File: config.mk
export PLATFORM = sky130hd
export DESIGN_NAME = uart_cmd_engine_flat
export DESIGN_NICKNAME = d
export VERILOG_FILES = /design/src/rtl/uart_cmd_pkg.sv /design/src/rtl/uart_cmd_engine_if.sv /design/src/rtl/uart_reply_tx.sv /design/src/rtl/uart_cmd_engine.sv /design/src/flat_wrapper.sv
export SDC_FILE = /design/constraint.sdc
export NUM_CORES = 1
export LEC_CHECK = 0
export CORE_MARGIN = 5
export CORE_UTILIZATION = 55
export DETAILED_ROUTE_END_ITERATION = 7
export PLACE_DENSITY_LB_ADDON = 0.25
export SETUP_SLACK_MARGIN = 0.05
export SLEW_MARGIN = 15
export SYNTH_ARGS = -nofsm -noshare
export SYNTH_HDL_FRONTEND = slang
export SYNTH_HIERARCHICAL = 1
export SYNTH_SLANG_ARGS = --single-unit
export TNS_END_PERCENT = 50
File: constraint.sdc
create_clock -name clk -period 7.9 [get_ports clk]
set_clock_uncertainty 0.1 [all_clocks]
set_input_delay 2.37 -clock clk [delete_from_list [all_inputs] [get_ports clk]]
set_output_delay 2.37 -clock clk [all_outputs]
set_load 0.01 [all_outputs]
File: src/rtl/uart_cmd_pkg.sv
// uart_cmd_pkg: constants shared by the line command engine.
// ASCII codes, FSM states, keyword ROM and reply strings.
package uart_cmd_pkg;

  localparam logic [7:0] CH_LF = 8'h0A;
  localparam logic [7:0] CH_CR = 8'h0D;
  localparam logic [7:0] CH_SP = 8'h20;
  localparam logic [7:0] CH_S  = 8'h73;
  localparam logic [7:0] CH_0  = 8'h30;
  localparam logic [7:0] CH_9  = 8'h39;

  typedef enum logic [1:0] {
    ST_COLLECT,
    ST_DECODE,
    ST_REPLY
  } state_e;

  localparam int N_KW = 6;
  localparam int KW_W = 8;

  // Index k of the ROM is the bit position of the matching strobe.
  localparam logic [N_KW-1:0][8*KW_W-1:0] KW_ROM = {
    64'("shutdown"),
    64'("exit"),
    64'("setcl"),
    64'("check"),
    64'("reset"),
    64'("start")
  };

  localparam logic [N_KW-1:0][3:0] KW_LEN = {
    4'd8, 4'd4, 4'd5, 4'd5, 4'd5, 4'd5
  };

  localparam logic [23:0] OK_STR  = "OK\n";
  localparam logic [55:0] ERR_STR = "ERROR!\n";

  function automatic logic [2:0] last_idx(input logic is_err);
    return is_err ? 3'd6 : 3'd2;
  endfunction

  function automatic logic [7:0] reply_byte(
    input logic       is_err,
    input logic [2:0] idx
  );
    logic [55:0] s;
    s = is_err ? ERR_STR : {OK_STR, 32'h0};
    s = s << {idx, 3'b000};
    return s[55:48];
  endfunction

endpackage

File: src/rtl/uart_cmd_engine_if.sv
// uart_cmd_engine_if: rx byte strobe plus tx valid/ready byte link.
// master = UART byte layer, slave = command engine.
interface uart_cmd_engine_if;

  logic       rx_vld;
  logic [7:0] rx_data;
  logic [7:0] tx_data;
  logic       tx_vld;
  logic       tx_rdy;

  modport master (
    output rx_vld,
    output rx_data,
    output tx_rdy,
    input  tx_data,
    input  tx_vld
  );

  modport slave (
    input  rx_vld,
    input  rx_data,
    input  tx_rdy,
    output tx_data,
    output tx_vld
  );

endinterface

File: src/rtl/uart_reply_tx.sv
// uart_reply_tx: streams "OK\n" or "ERROR!\n" over valid/ready.
// load_i restarts a reply; last_o flags acceptance of the final '\n'.
module uart_reply_tx
  import uart_cmd_pkg::*;
(
  input  logic       clk,
  input  logic       rst,
  input  logic       load_i,
  input  logic       err_i,
  input  logic       active_i,
  input  logic       tx_rdy_i,
  output logic [7:0] tx_data_o,
  output logic       tx_vld_o,
  output logic       last_o
);

  logic       sel_q;
  logic       sel_d;
  logic [2:0] idx_q;
  logic [2:0] idx_d;
  logic       fire;

  assign fire      = active_i & tx_rdy_i;
  assign tx_vld_o  = active_i;
  assign tx_data_o = active_i ? reply_byte(sel_q, idx_q) : 8'h00;
  assign last_o    = fire & (idx_q == last_idx(sel_q));

  always_comb begin
    sel_d = sel_q;
    idx_d = idx_q;
    if (load_i) begin
      sel_d = err_i;
      idx_d = '0;
    end else if (fire && !last_o) begin
      idx_d = idx_q + 3'd1;
    end
  end

  always_ff @(posedge clk or posedge rst) begin
    if (rst) begin
      sel_q <= 1'b0;
      idx_q <= '0;
    end else begin
      sel_q <= sel_d;
      idx_q <= idx_d;
    end
  end

endmodule

File: src/rtl/uart_cmd_engine.sv
// uart_cmd_engine: collects rx bytes into a line, decodes it on '\n'
// into a command strobe or a BCD time load, and replies OK/ERROR.
module uart_cmd_engine
  import uart_cmd_pkg::*;
#(
  parameter int MAX_LEN  = 16,
  parameter int N_DIGITS = 6,
  parameter int HOUR_MAX = 23,
  parameter int SUB_MAX  = 59
) (
  input  logic                  clk,
  input  logic                  rst,
  uart_cmd_engine_if.slave      bus,
  input  logic                  err_in,
  output logic                  cmd_start,
  output logic                  cmd_reset,
  output logic                  cmd_check,
  output logic                  cmd_setcl,
  output logic                  cmd_exit,
  output logic                  cmd_shutdown,
  output logic                  time_vld,
  output logic [4*N_DIGITS-1:0] time_bcd,
  output logic                  rx_drop
);

  localparam int LW   = $clog2(MAX_LEN + 1);
  localparam int TW   = 4 * N_DIGITS;
  localparam int TLEN = N_DIGITS + 2;

  state_e                  state_q;
  state_e                  state_d;
  logic [MAX_LEN-1:0][7:0] buf_q;
  logic [MAX_LEN-1:0][7:0] buf_d;
  logic [LW-1:0]           len_q;
  logic [LW-1:0]           len_d;
  logic                    ovf_q;
  logic                    ovf_d;
  logic                    pend_q;
  logic                    pend_d;
  logic [N_KW-1:0]         cmd_q;
  logic [N_KW-1:0]         cmd_d;
  logic                    tv_q;
  logic                    tv_d;
  logic [TW-1:0]           bcd_q;
  logic [TW-1:0]           bcd_d;
  logic                    drop_q;
  logic                    drop_d;

  logic [N_KW-1:0] kw_hit;
  logic            time_ok;
  logic [TW-1:0]   time_val;
  logic            load;
  logic            load_err;
  logic            last;

  always_comb begin
    logic [8*KW_W-1:0] kw;
    kw = '0;
    for (int k = 0; k < N_KW; k++) begin
      kw = KW_ROM[k] << (8 * (KW_W - int'(KW_LEN[k])));
      kw_hit[k] = (int'(len_q) == int'(KW_LEN[k]));
      for (int i = 0; i < KW_W; i++) begin
        if (i < int'(KW_LEN[k]) &&
            buf_q[i] != kw[8*(KW_W-1-i) +: 8])
          kw_hit[k] = 1'b0;
      end
    end
  end

  if (TLEN <= MAX_LEN) begin : g_time
    always_comb begin
      logic [3:0] d_hi;
      logic [3:0] d_lo;
      logic [6:0] pv;
      d_hi = '0;
      d_lo = '0;
      pv   = '0;
      time_val = '0;
      time_ok = (int'(len_q) == TLEN) &&
                (buf_q[0] == CH_S) &&
                (buf_q[1] == CH_SP);
      for (int i = 0; i < N_DIGITS; i++) begin
        if (buf_q[2+i] < CH_0 || buf_q[2+i] > CH_9)
          time_ok = 1'b0;
        time_val[TW-1-4*i -: 4] = 4'(buf_q[2+i] - CH_0);
      end
      // Pair 0 is hours; every later pair is minutes/seconds.
      for (int p = 0; p < N_DIGITS / 2; p++) begin
        d_hi = time_val[TW-1-8*p -: 4];
        d_lo = time_val[TW-5-8*p -: 4];
        pv   = 7'(d_hi) * 7'd10 + 7'(d_lo);
        if (p == 0) begin
          if (pv > 7'(HOUR_MAX)) time_ok = 1'b0;
        end else begin
          if (pv > 7'(SUB_MAX)) time_ok = 1'b0;
        end
      end
    end
  end else begin : g_no_time
    assign time_ok  = 1'b0;
    assign time_val = '0;
  end

  always_comb begin
    state_d  = state_q;
    buf_d    = buf_q;
    len_d    = len_q;
    ovf_d    = ovf_q;
    pend_d   = pend_q;
    cmd_d    = '0;
    tv_d     = 1'b0;
    bcd_d    = bcd_q;
    drop_d   = 1'b0;
    load     = 1'b0;
    load_err = 1'b0;
    unique case (state_q)
      ST_COLLECT: begin
        if (bus.rx_vld && bus.rx_data == CH_LF) begin
          state_d = ST_DECODE;
        end else if (bus.rx_vld && bus.rx_data != CH_CR) begin
          if (int'(len_q) < MAX_LEN) begin
            for (int i = 0; i < MAX_LEN; i++)
              if (int'(len_q) == i) buf_d[i] = bus.rx_data;
            len_d = len_q + LW'(1);
          end else begin
            ovf_d = 1'b1;
          end
        end
        // The rx byte is accounted for before err_in is judged.
        if (err_in) begin
          if (state_d == ST_COLLECT && len_d == '0) begin
            state_d  = ST_REPLY;
            load     = 1'b1;
            load_err = 1'b1;
          end else begin
            pend_d = 1'b1;
          end
        end
      end
      ST_DECODE: begin
        state_d = ST_REPLY;
        load    = 1'b1;
        len_d   = '0;
        ovf_d   = 1'b0;
        if (!ovf_q && |kw_hit) begin
          cmd_d = kw_hit;
        end else if (!ovf_q && time_ok) begin
          tv_d  = 1'b1;
          bcd_d = time_val;
        end else begin
          load_err = 1'b1;
        end
        if (bus.rx_vld) drop_d = 1'b1;
        if (err_in) pend_d = 1'b1;
      end
      ST_REPLY: begin
        if (bus.rx_vld) drop_d = 1'b1;
        if (err_in) pend_d = 1'b1;
        if (last) begin
          if (pend_q || err_in) begin
            pend_d   = 1'b0;
            load     = 1'b1;
            load_err = 1'b1;
          end else begin
            state_d = ST_COLLECT;
          end
        end
      end
      default: state_d = ST_COLLECT;
    endcase
  end

  always_ff @(posedge clk or posedge rst) begin
    if (rst) begin
      state_q <= ST_COLLECT;
      buf_q   <= '0;
      len_q   <= '0;
      ovf_q   <= 1'b0;
      pend_q  <= 1'b0;
      cmd_q   <= '0;
      tv_q    <= 1'b0;
      bcd_q   <= '0;
      drop_q  <= 1'b0;
    end else begin
      state_q <= state_d;
      buf_q   <= buf_d;
      len_q   <= len_d;
      ovf_q   <= ovf_d;
      pend_q  <= pend_d;
      cmd_q   <= cmd_d;
      tv_q    <= tv_d;
      bcd_q   <= bcd_d;
      drop_q  <= drop_d;
    end
  end

  uart_reply_tx u_reply (
    .clk      (clk),
    .rst      (rst),
    .load_i   (load),
    .err_i    (load_err),
    .active_i (state_q == ST_REPLY),
    .tx_rdy_i (bus.tx_rdy),
    .tx_data_o(bus.tx_data),
    .tx_vld_o (bus.tx_vld),
    .last_o   (last)
  );

  assign cmd_start    = cmd_q[0];
  assign cmd_reset    = cmd_q[1];
  assign cmd_check    = cmd_q[2];
  assign cmd_setcl    = cmd_q[3];
  assign cmd_exit     = cmd_q[4];
  assign cmd_shutdown = cmd_q[5];
  assign time_vld     = tv_q;
  assign time_bcd     = bcd_q;
  assign rx_drop      = drop_q;

endmodule
File: src/flat_wrapper.sv
// flat-port wrapper written by rule: the top's interface ports become plain ports
module uart_cmd_engine_flat import uart_cmd_pkg::*;
#(
  parameter int MAX_LEN  = 16,
  parameter int N_DIGITS = 6,
  parameter int HOUR_MAX = 23,
  parameter int SUB_MAX  = 59
)
  (clk, rst, err_in, cmd_start, cmd_reset, cmd_check, cmd_setcl, cmd_exit, cmd_shutdown, time_vld, time_bcd, rx_drop, bus_rx_vld, bus_rx_data, bus_tx_rdy, bus_tx_data, bus_tx_vld);
  uart_cmd_engine_if bus_i ();
  input  logic clk;
  input  logic rst;
  input  logic err_in;
  output logic cmd_start;
  output logic cmd_reset;
  output logic cmd_check;
  output logic cmd_setcl;
  output logic cmd_exit;
  output logic cmd_shutdown;
  output logic time_vld;
  output logic [4*N_DIGITS-1:0] time_bcd;
  output logic rx_drop;
  input wire logic [$bits(bus_i.rx_vld)-1:0] bus_rx_vld;
  input wire logic [$bits(bus_i.rx_data)-1:0] bus_rx_data;
  input wire logic [$bits(bus_i.tx_rdy)-1:0] bus_tx_rdy;
  output wire logic [$bits(bus_i.tx_data)-1:0] bus_tx_data;
  output wire logic [$bits(bus_i.tx_vld)-1:0] bus_tx_vld;
  assign bus_i.rx_vld = bus_rx_vld;
  assign bus_i.rx_data = bus_rx_data;
  assign bus_i.tx_rdy = bus_tx_rdy;
  assign bus_tx_data = bus_i.tx_data;
  assign bus_tx_vld = bus_i.tx_vld;
  uart_cmd_engine #(.MAX_LEN(MAX_LEN), .N_DIGITS(N_DIGITS), .HOUR_MAX(HOUR_MAX), .SUB_MAX(SUB_MAX)) u_core (.clk(clk), .rst(rst), .bus(bus_i), .err_in(err_in), .cmd_start(cmd_start), .cmd_reset(cmd_reset), .cmd_check(cmd_check), .cmd_setcl(cmd_setcl), .cmd_exit(cmd_exit), .cmd_shutdown(cmd_shutdown), .time_vld(time_vld), .time_bcd(time_bcd), .rx_drop(rx_drop));
endmodule
==> out/qor.csv <==
stage,metric,value,unit
cts,cts_buffers,9,
power_and_ir_drop,p_clk_share,20.6,%
drt,wire_per_inst,19.2,um
job,drv_cap,0,
power_and_ir_drop,p_switching,0.596,mW
timing,hold_ws,0.415,ns
synthesis,syn_area,6140,um2
synthesis,syn-num-nets,588,
cts,ctsRootBufferMaster,clkbuf_8,
timing,setup_violations,0,
synthesis,synth_compound_area_share,6.11,%
drt,dr.pass1.iters,5,
power_and_ir_drop,leakage,3.19,nW
setup_path,crit_type,in2reg,
grt,antenna_found_initial,0,
cts,cts_buffer_depth,2,
die,start_util,56.4,%
run_status,status,finished clean,
drt,drtIter0Drc,340,
layout,layout.nets,637,
die,io_pins,54,
power_and_ir_drop,p_sw_share,36.1,%
timing,final-hold-violation-count,0,
timing,finalSetupTns,0,ns
timing,max_clock_freq,0.194,GHz
synthesis,synth_seq_cells,109,
synthesis,seq_area_frac_synth,44.4,%
grt,grt_max_degree,64,
cts,clk_pin_slew_worst_paths,0.09,ns
synthesis,synthSimpleGateAreaFrac,17.7,%
place,dpl.cell_count,714,
cts,cts_resized,0,
cts,cts_setup_buffers,0,
setup_path,crit_fanout,9,
cts,cts.htree.levels,3,
drt,drt_wl_total,14000,um
cts,cts_tree,done,
layout,mostFrequentLayoutCell,dfrtp_1,
synthesis,ys_top_cells_by_area,"dfrtp_1 (44%), mux2_2 (13%), ha_1 (6.7%), mux2_4 (4.9%), fa_1 (2.0%)",
synthesis,netlist-cell-type-count,66,
place,finalWeightedCongestion,0.945,
power_and_ir_drop,combPwrFrac,30.0,%
timing,finalMaxSlewViolations,0,
die,fp-row-count,38,
synthesis,ys.flop_type,dfrtp_1,
worst_hold_path,hold_class,reg2reg,
synthesis,synth_cells,536,
power_and_ir_drop,power.internal,1.06,mW
setup_path,cp-end-kind,flop,
setup_path,required,8.07,ns
die,coreArea,10900,um2
setup_path,crit_arrival,5.31,ns
layout,finalNonFillerCells,730,
layout,final_cell_mix,"dfrtp_1 (109), mux2_2 (69), clkdlybuf4s50_1 (52)",
cts,clock-sinks,109,
layout,area_delta_synth_final,13.5,%
synthesis,synthArstFlopShare,100,%
die,die_area,13400,um2
grt,grt.total_usage,22.3,%
layout,drive_above_1_share,20.2,%
synthesis,synthAdderAreaFrac,8.85,%
place,port_buffers,52,
power_and_ir_drop,ir_worst_vdd,0.229,mV
place,hpwl,10500,um
synthesis,yosysTopAreaCell,dfrtp_1,
synthesis,synth_edf_count,0,
die,fp.dieW,116,um
timing,period_share,65.2,%
timing,fin_crit,5.15,ns
timing,tightestPinTransition,0.801,ns
power_and_ir_drop,powerDensity,237,nW/um2
layout,final_util,64.0,%
synthesis,syn_area_per_cell,11.5,um2
drt,num_vias,4337,
synthesis,synth_top_family_by_area,multiplexers,
power_and_ir_drop,p_seq_share,49.4,%
cts,clk_latency,0.39,ns
drt,drc,0,
setup_path,startpoint_type,primary input,
timing,rsz0062_at_grt,no,
synthesis,synth-xor-area-share,1.57,%
grt,grt_overflow,0,
grt,grt_pass1_wl,23200,um
drt,via_per_inst,5.94,
drt,antenna_left,0,
timing,max_slew_margin,46.6,%
synthesis,synth.area.mux_share,18.0,%
layout,diodes,0,
setup_path,reg2reg_slack,4.04,ns
grt,grt_pass1_vias,4507,
die,die_height,116,um
cts,cts_hold_buffers,0,
synthesis,yosys_warnings,6,
synthesis,synth_top_area_share,44.4,%
## flip-flops by register name, indices dropped and copies added, names as in the netlist
name / cells
u_core/rx_drop: 1
u_core/cmd_q: 6
u_core/pend_q: 1
u_core/time_vld: 1
u_core/state_q: 2
u_core/u_reply/sel_q: 1
u_core/len_q: 5
u_core/buf_q: 64
u_core/u_reply/idx_q: 3
u_core/ovf_q: 1
u_core/time_bcd: 24
## per-stage QoR
| stage | setup WS [ns] | cell area [um2] | total power [mW] |
|---|---|---|---|
| after global routing | 2.49 | 6970 | 1.76 |
| after CTS | 2.82 | 6970 | 1.66 |
| after detailed placement | 2.40 | 6760 | 1.32 |
| after global placement | 2.49 | 6760 | 1.29 |
| final | 2.75 | 6970 | 1.65 |
| after floorplan | 2.67 | 6140 | 1.16 |
## cell families after synthesis
| kind of cell | count (synthesis) |
|---|---|
| simple gates | 181 |
| compound gates | 55 |
| xor+xnor | 11 |
| buf+inv | 47 |
| flops | 109 |
| mux | 92 |
| fa+ha+maj | 40 |
| other cells | 1 |
## power by group through the flow
stage	Combinational, mW	Clock, mW	Sequential, mW
finish	0.496	0.340	0.816
global route	0.553	0.373	0.836
floorplan	0.398	0	0.759
CTS	0.495	0.351	0.812
detailed placement	0.491	0	0.824
global placement	0.469	0	0.817
## routing by layer
layer	wire length (um)	vias up	GRT usage [%]
met3	720	17	4.18
met2	6850	113	37.0
met1	6270	2176	30.2
met5	0	-	0
met4	203	0	6.26
li1	-	2031	-
## cells in the mapped netlist (3+ instances only)
cell type	number
nor2b_1	6
a21boi_0	3
mux2_2	69
o21ai_0	14
or4b_2	3
nand2b_1	10
inv_1	32
fa_1	6
dfrtp_1	109
nor4_1	10
ha_1	33
nor4bb_1	4
o21a_1	4
nor3_1	8
nor2_1	27
nor3b_1	4
nor4b_1	4
clkbuf_1	9
a21o_1	3
nand2_1	31
xnor2_1	3
nand3_1	13
or2_2	3
nand4b_1	5
nand4_1	11
nand3b_1	6
or4_1	9
mux2_4	20
a211oi_1	4
xor2_1	8
and4_1	3
a21oi_1	10
mux2i_1	3
o211ai_1	4
and2_1	5
## layout make-up
class                   count  area, um2
clock buffers              12        165
clock inverters             4       38.8
fillers                   883       3920
inverters                  32        123
multi-input cells         380       3210
flip-flops and latches    109       2730
well taps                 140        175
repair buffers             53        528
## final timing paths
check | startpoint | to | cells past startpoint
setup / recovery | bus_rx_data[5] | u_core/u_reply/idx_q[0] | 11
hold / removal | u_core/time_bcd[15] | u_core/time_bcd[15] | 1
setup reg to reg | u_core/buf_q[19] | u_core/time_bcd[1] | 10
hold reg to reg | u_core/time_bcd[15] | u_core/time_bcd[15] | 1
max in group asynchronous | rst | u_core/buf_q[56] | 3
min in group asynchronous | rst | u_core/u_reply/idx_q[2] | 2
## critical path, cell delays in order
cell             delay, ns
clkdlybuf4s50_1       0.57
nor4_1                0.53
o211ai_1              0.30
nand4_1               0.18
mux2_2                0.36
nor4_1                0.35
o21ai_0               0.18
nand2_1               0.18
inv_1                 0.09
nand4_1               0.10
nand4_1               0.09
Note: power is estimated with default switching activity, not from simulation.
